--- src/rtl/mem_din_fetch.sv ---
// Memory operand fetch: reads a 1- or 2-byte little-endian operand over a
// T1/T2/T3 bus cycle with wait-state insertion in T2.
module mem_din_fetch (
    input  logic        clk,
    input  logic        reset,
    input  logic        start,
    input  logic        word,
    input  logic [15:0] addr_in,
    input  logic [7:0]  mem_din,
    input  logic        mem_wait_n,
    output logic [15:0] mem_addr,
    output logic        mem_mreq_n,
    output logic        mem_rd_n,
    output logic        busy,
    output logic        done,
    output logic [7:0]  reg_mem_din_hi,
    output logic [7:0]  reg_mem_din_lo
);

    typedef enum logic [1:0] {
        IDLE = 2'd0,
        T1   = 2'd1,
        T2   = 2'd2,
        T3   = 2'd3
    } state_t;

    state_t state;
    logic   word_q;
    logic   phase;

    // Bus-cycle sequencer with registered strobes, address and operand bytes
    always_ff @(posedge clk) begin
        if (reset) begin
            state          <= IDLE;
            word_q         <= 1'b0;
            phase          <= 1'b0;
            mem_addr       <= 16'h0000;
            mem_mreq_n     <= 1'b1;
            mem_rd_n       <= 1'b1;
            busy           <= 1'b0;
            done           <= 1'b0;
            reg_mem_din_hi <= 8'h00;
            reg_mem_din_lo <= 8'h00;
        end else begin
            done <= 1'b0;
            case (state)
                IDLE: begin
                    if (start) begin
                        word_q     <= word;
                        mem_addr   <= addr_in;
                        phase      <= 1'b0;
                        mem_mreq_n <= 1'b0;
                        mem_rd_n   <= 1'b0;
                        busy       <= 1'b1;
                        state      <= T1;
                    end
                end
                T1: begin
                    mem_mreq_n <= 1'b0;
                    mem_rd_n   <= 1'b0;
                    state      <= T2;
                end
                T2: begin
                    // Wait states are unbounded: stay here while memory holds wait low
                    if (mem_wait_n) begin
                        state <= T3;
                    end
                end
                T3: begin
                    mem_mreq_n <= 1'b1;
                    mem_rd_n   <= 1'b1;
                    if (phase) begin
                        reg_mem_din_hi <= mem_din;
                    end else begin
                        reg_mem_din_lo <= mem_din;
                    end
                    // Byte operands are zero-extended so the high byte never goes stale
                    if (!word_q) begin
                        reg_mem_din_hi <= 8'h00;
                    end
                    if (word_q && !phase) begin
                        phase    <= 1'b1;
                        mem_addr <= mem_addr + 16'd1;
                        state    <= T1;
                    end else begin
                        busy  <= 1'b0;
                        done  <= 1'b1;
                        state <= IDLE;
                    end
                end
                default: begin
                    state <= IDLE;
                end
            endcase
        end
    end

endmodule

--- config.mk ---
export PLATFORM = sky130hd
export DESIGN_NAME = mem_din_fetch
export DESIGN_NICKNAME = d
export VERILOG_FILES = /design/src/rtl/mem_din_fetch.sv
export SDC_FILE = /design/constraint.sdc
export NUM_CORES = 1
export LEC_CHECK = 0
export ABC_CLOCK_PERIOD_IN_PS = 1600
export CAP_MARGIN = 20
export CORE_ASPECT_RATIO = 1.5
export CORE_MARGIN = 8
export CORE_UTILIZATION = 25
export CTS_BUF_LIST = sky130_fd_sc_hd__clkbuf_16
export DETAILED_ROUTE_END_ITERATION = 6
export SYNTH_ARGS = -nofsm -noshare
export SYNTH_HDL_FRONTEND = slang
export SYNTH_SLANG_ARGS = --single-unit
export TNS_END_PERCENT = 10
--- constraint.sdc ---
create_clock -name clk -period 1.6 [get_ports clk]
set_input_delay 0.16 -clock clk [delete_from_list [all_inputs] [get_ports clk]]
set_output_delay 0.16 -clock clk [all_outputs]
set_load 0.01 [all_outputs]
Word level (Yosys, flattened, before mapping)

Index checks and enable logic that the tools add are counted.

Logic and storage cells: 50
Output and inout bits: 36
Input bits: 29
Register bits: 39

Eq/ne operators: 8
Bitwise gates (word level): 2
Mux-type cells: 17
Reductions and logical operators: 13
$add $sub $neg: 1

Operator list:

| operator              | number |
|---|---|
| $mux 16               | 2 |
| $pmux 16 s2           | 1 |
| $add 16x1->16 const B | 1 |
| $mux 8                | 2 |
| $reduce_and 2->1      | 5 |
| $ne 2x2->1 const B    | 4 |
| $pmux 2 s4            | 1 |
| $mux 1                | 6 |
| $reduce_and 3->1      | 2 |
| $eq 2x2->1 const B    | 2 |
| $mux 2                | 2 |
| $pmux 1 s2            | 2 |
| $pmux 1 s3            | 1 |
| $reduce_bool 3->1     | 1 |
| $eq 2x1->1 const B    | 1 |
| $logic_not 2->1       | 1 |
| $ne 2x1->1 const B    | 1 |
| $not 1->1             | 2 |
| $reduce_bool 2->1     | 1 |
| $reduce_or 2->1       | 1 |
| $logic_and 1x1->1     | 1 |
| $logic_not 1->1       | 1 |

Logic depth before layout (Yosys ltp)

Depth after elaboration: 4
Gate-level depth with buffers: 8
Depth with buffers taken out: 6

Worst setup path before layout

No wires, ideal clock.

Path type: flip-flop to flip-flop
From: reg state[1]
To: reg mem_addr[4]
Library setup time: 0.130 ns
Arrival time: 1.579 ns
Required time: 1.470 ns
Period minus slack after synthesis: 1.709 ns
Buffers on the path: 2
Cell stages (with the launch flop): 9
Slack: -0.109 ns
Cell sequence: dfxtp_1 > inv_1 > ha_1 > buf_4 > mux2i_4 > a21o_1 > buf_4 > a22oi_1 > o22ai_1

Longest elaborated chain between the ends: 3
Elaborated cells on any way between the ends: 7
Classes of those cells: eq/ne: 3; mux: 1; reduce/logical: 3

Ends and longest elaborated chain:

| item                                                             | line | source |
|---|---|---|
| start, declared                                                  | 27   | `state_t state;` |
| start signal, assigned                                           | 34   | `state <= IDLE;` |
| start signal, assigned                                           | 55   | `state <= T1;` |
| start signal, assigned                                           | 61   | `state <= T2;` |
| $eq 2x2->1 or $logic_not 2->1 (tied branches)                    | 46   | `case (state)` |
| $ne 2x2->1 (no source line) or $reduce_bool 2->1 (tied branches) | n/a  |  |
| $reduce_and 3->1 (no source line)                                | n/a  |  |
| end signal, assigned                                             | 50   | `mem_addr <= addr_in;` |
| end signal, assigned                                             | 83   | `mem_addr <= mem_addr + 16'd1;` |
| end, declared                                                    | 11   | `output logic [15:0] mem_addr,` |

Parallel ways exist; a longest one is shown, timed or not.
A chain may end at the register's enable or synchronous reset.

Worst setup path after layout

From: reg state[1]
To: reg mem_addr[8]

Same word-level chain as after synthesis.

==> results.env <==
STATUS='finished with violations'
FAILED_CHECKS='setup timing'
CTS-HOLD-FIX-BUFFERS=0
WIRE_LENGTH_OF_THE_FIRST_GLOBAL_ROUTING_PASS_MM=11.41
TIMING_WORST_SLEW_PIN_VALUE_NS=0.3830
WORST_SETUP_PATH_END_KIND='flip-flop'
DESIGN.PORTCOUNT=65
DIE_AREA_UM2=11560
SYNTHESIS.AREA_PER_INSTANCE_UM2=7.886
TIMING.SETUP.CRITICAL_PATH_CLASS='reg -> reg'
TRITONCTS.NUM_BUFFERS=5
NUMBER_OF_GLOBAL_ROUTE_VIAS_BEFORE_REPAIR=2259
SYNTHESIZED_CELL_AREA_UM2=2082
ACHIEVABLE-FREQUENCY_MHz=601.4
AREA_DELTA_SYNTH_FINAL_PCT=67.85
SLEW_LIMIT_HEADROOM=0.7423
CPMAXSTAGEDELAYCELL='or4b_4'
SETUP.WORST_PATH.START_CLASS='flip-flop'
SYNTH_NETS=298
YOSYS-MUX-AREA-FRACTION=0.02524
CTS_ROOT_BUF='clkbuf_16'
SYNTH-WARNING-COUNT=0
YS_ASYNC_SR_FRACTION=0
HOLD_SLACK_NS=0.4447
FINAL.PERIOD_UTILIZATION=1.039
POSTSYNTH.TOPFLOPCELL='dfxtp_1'
GRT_REMAINING_OVERFLOW=0
GRT_MAX_DEGREE=21
MAXSLEWVIOLCOUNT=0
FLOORPLAN.INITIALDENSITY=0.2521
HP-CLASS='in -> reg'
SYNTHDISTINCTLIBCELLS=49
WORST_PATH_DOMINANT_CELL_FAMILY='simple AND/OR/NAND/NOR gates'
SYNTH_ENABLE_FLOP_CELLS=0
SYNTH_TOP_FAMILY_BY_AREA='simple AND/OR/NAND/NOR gates'
DRT-TOTAL-WL_MM=7.250
FINALNETCOUNT=395
NUM_ROWS=41
WORST_SKEW_PAIR_LATENCY_NS=0.28
VIAS=2340
SHARE_OF_THE_SYNTHESIZED_AREA_IN_COMPOUND_GATES_AO_OA_AOI_OAI=0.2145
MAX_CAP_VIOLATION_COUNT=0
SYNTH_SEQ_CELLS=39
SYN-INSTANCE-COUNT=264
FIN_CRIT_NS=1.663
CLOCK-SINKS=39
CRIT_PATH_MAX_FANOUT=6
SYNTH-ADDER-AREA-SHARE=0.03005
CRITICAL_PATH_BUF_INV_COUNT=3
TRACK_USAGE=0.1205
DIE_X_UM=90.51
DRIVE_GT1_FRAC=0.2459
CP.ARRIVAL_NS=1.89
DP_HPWL_MM=5.171
HTREE_NUM_LEVELS=2
GPL.FINAL_WEIGHTED_CONGESTION=0.8512
DRT_PRE_ANTENNA_ITERS=4
WORST_SLACK_NS=-0.06281
POWERDENSITY_nW_PER_UM2=1408
SYNTH-SEQ-AREA-SHARE=0.3750
FINALSETUPVIOLCOUNT=4
AVERAGE_WIRE_LENGTH_PER_CELL_AFTER_DETAIL_ROUTING_UM=15.46
WORST_EP_REQUIRED_TIME_NS=1.83
SLOWEST_DELAY_NS=0.47
POST-LAYOUT-TOTAL-POWER_uW=4921
CTS_TREE='done'
PORT-BUFFER-COUNT=64
FINAL.SETUP_SKEW_NS=0.006563
LEAKAGEPOWER_uW=0.001223
VDD_IR_DROP_MAX_V=0.0005807
ROUTE.DETAILED.DRC=0
ANTENNA_LEFT=0
CHIPHEIGHT_UM=127.8
HOLD_VIOL_FINAL=0
XOR_XNOR_FRACTION_OF_SYNTH_AREA=0
CTS-ROOT-TO-SINK-BUFFERS=2
N_FILL_CELL=821
NUMBER_OF_ANTENNA_VIOLATIONS_AT_THE_FIRST_CHECK_IN_GLOBAL_ROUTING=0
INITIAL_DRC_COUNT=82
ANTENNADIODECOUNT=0
VIAS_PER_CELL=4.989
GRT_SETUP_UNREPAIRED='true'
CRITICAL_PATH_CELL_LIST='inv_4 > ha_4 > mux2i_4 > buf_6 > buf_12 > or4b_4 > nand3_2'
SYNTH_SIMPLE_GATE_AREA_SHARE=0.2849
CORE_REGION_AREA_UM2=8259
PATH_CLK_SLEW_NS=0.06
==> worst min-delay path: cells and delay by family <==
family / cells / cell delay, ns
buffers and inverters: 1 / 0.40
AND/OR/NAND/NOR: 1 / 0.06
AO/OA/AOI/OAI: 1 / 0.05
==> synthesized netlist by cell type (3+ instances only) <==
library cell,count,share of area
nand2_1,40,0.072
nand3_1,17,0.041
nand2b_1,5,0.015
a21oi_1,33,0.079
mux2i_1,3,0.014
ha_1,5,0.030
o22ai_1,4,0.012
nor3b_1,5,0.018
a31oi_1,3,0.0090
o221ai_1,4,0.017
clkbuf_1,10,0.018
nand4_1,12,0.036
a22oi_1,5,0.018
buf_4,4,0.014
inv_1,10,0.018
buf_2,6,0.014
nor3_1,5,0.012
dfxtp_1,39,0.38
nor2_1,12,0.022
o21ai_1,3,0.0072
nor2b_1,5,0.015
==> area by class of cell <==
| class | count | area [um2] | share of cell area |
|---|---|---|---|
| Clock buffer | 5 | 125.1 | 0.03580 |
| Clock inverter | 3 | 38.79 | 0.01110 |
| Inverter | 10 | 40.04 | 0.01146 |
| Multi-Input combinational cell | 194 | 1295 | 0.3706 |
| Sequential cell | 39 | 790.8 | 0.2263 |
| Tap cell | 107 | 133.9 | 0.03831 |
| Timing Repair Buffer | 111 | 1071 | 0.3065 |
==> metal layers <==
layer  routed length (um)  global-route usage  share of wire
met2                 3581              0.2072           0.49
met4                  121             0.04528          0.017
met5                    0                   0              0
met3                  558             0.04631          0.077
met1                 2988              0.1303           0.41
==> through the flow <==
stage	cells	area [um2]	setup TNS [ns]	worst slack, ns	util
6_report	469	3495	-0.1328	-0.06281	0.4231
5_1_grt	469	3495	-0.7818	-0.1011	0.4231
4_1_cts	461	3282	0	0.007256	0.3974
3_5_place_dp	453	3073	-1.007	-0.09703	0.3721
3_3_place_gp	453	3073	-0.3808	-0.05146	0.3721
2_1_floorplan	264	2097	-0.02815	-0.01782	-
==> cells by family after synthesis <==
| kind of cell | count (synthesis) |
|---|---|
| buffers and inverters | 31 |
| muxes | 4 |
| AOI/OAI and AO/OA | 70 |
| and+or+nand+nor | 115 |
| adders and majority gates | 5 |
| DFF | 39 |
==> repair_timing <==
item                                   in CTS  in global routing
pin swaps                                   0                  8
endpoints found under the hold margin       0                  0
cloned                                      0                  1
setup endpoints to repair                  16                 25
setup buffers                               0                  7
gates resized for setup                    13                 26
==> power breakdown <==
group          leakage, uW  switching [uW]  internal [uW]
combinational     0.000821            1140           1320
clock            0.0000812             387            727
sequential        0.000320             174           1170
==> worst paths after layout <==
check / slack, ns / cells after the start / endpoint / start
worst max register to register: -0.06 / 7 / mem_addr[8] / state[1]
worst min-delay path: 0.44 / 3 / word_q / word
worst min register to register: 0.45 / 2 / reg_mem_din_lo[4] / reg_mem_din_lo[4]
worst max-delay path: -0.06 / 7 / mem_addr[8] / state[1]
==> placed cells by master (no fill, tap or decap), types with 3 or more instances in the layout <==
master | synthesis | routed
a21oi_1 | 33 | 29
a21oi_2 | 1 | 4
a22oi_1 | 5 | 5
buf_12 | 0 | 3
buf_4 | 4 | 38
buf_6 | 1 | 4
clkbuf_16 | 0 | 6
clkdlybuf4s50_1 | 0 | 64
dfxtp_1 | 39 | 33
dfxtp_2 | 0 | 5
ha_1 | 5 | 3
inv_1 | 10 | 8
mux2i_1 | 3 | 3
nand2_1 | 40 | 40
nand2b_1 | 5 | 5
nand3_1 | 17 | 14
nand3_2 | 0 | 3
nand4_1 | 12 | 12
nor2_1 | 12 | 12
nor2b_1 | 5 | 3
nor3_1 | 5 | 5
nor3b_1 | 5 | 5
o21ai_1 | 3 | 4
o221ai_2 | 1 | 3
o22ai_1 | 4 | 4
==> flip-flops by register name, indices dropped and copies added (netlist names) <==
name	cells
mem_addr	16
reg_mem_din_hi	8
reg_mem_din_lo	8
state	2
busy	1
done	1
mem_rd_n	1
phase	1
word_q	1
No activity file was read; power rests on OpenSTA's default activity.
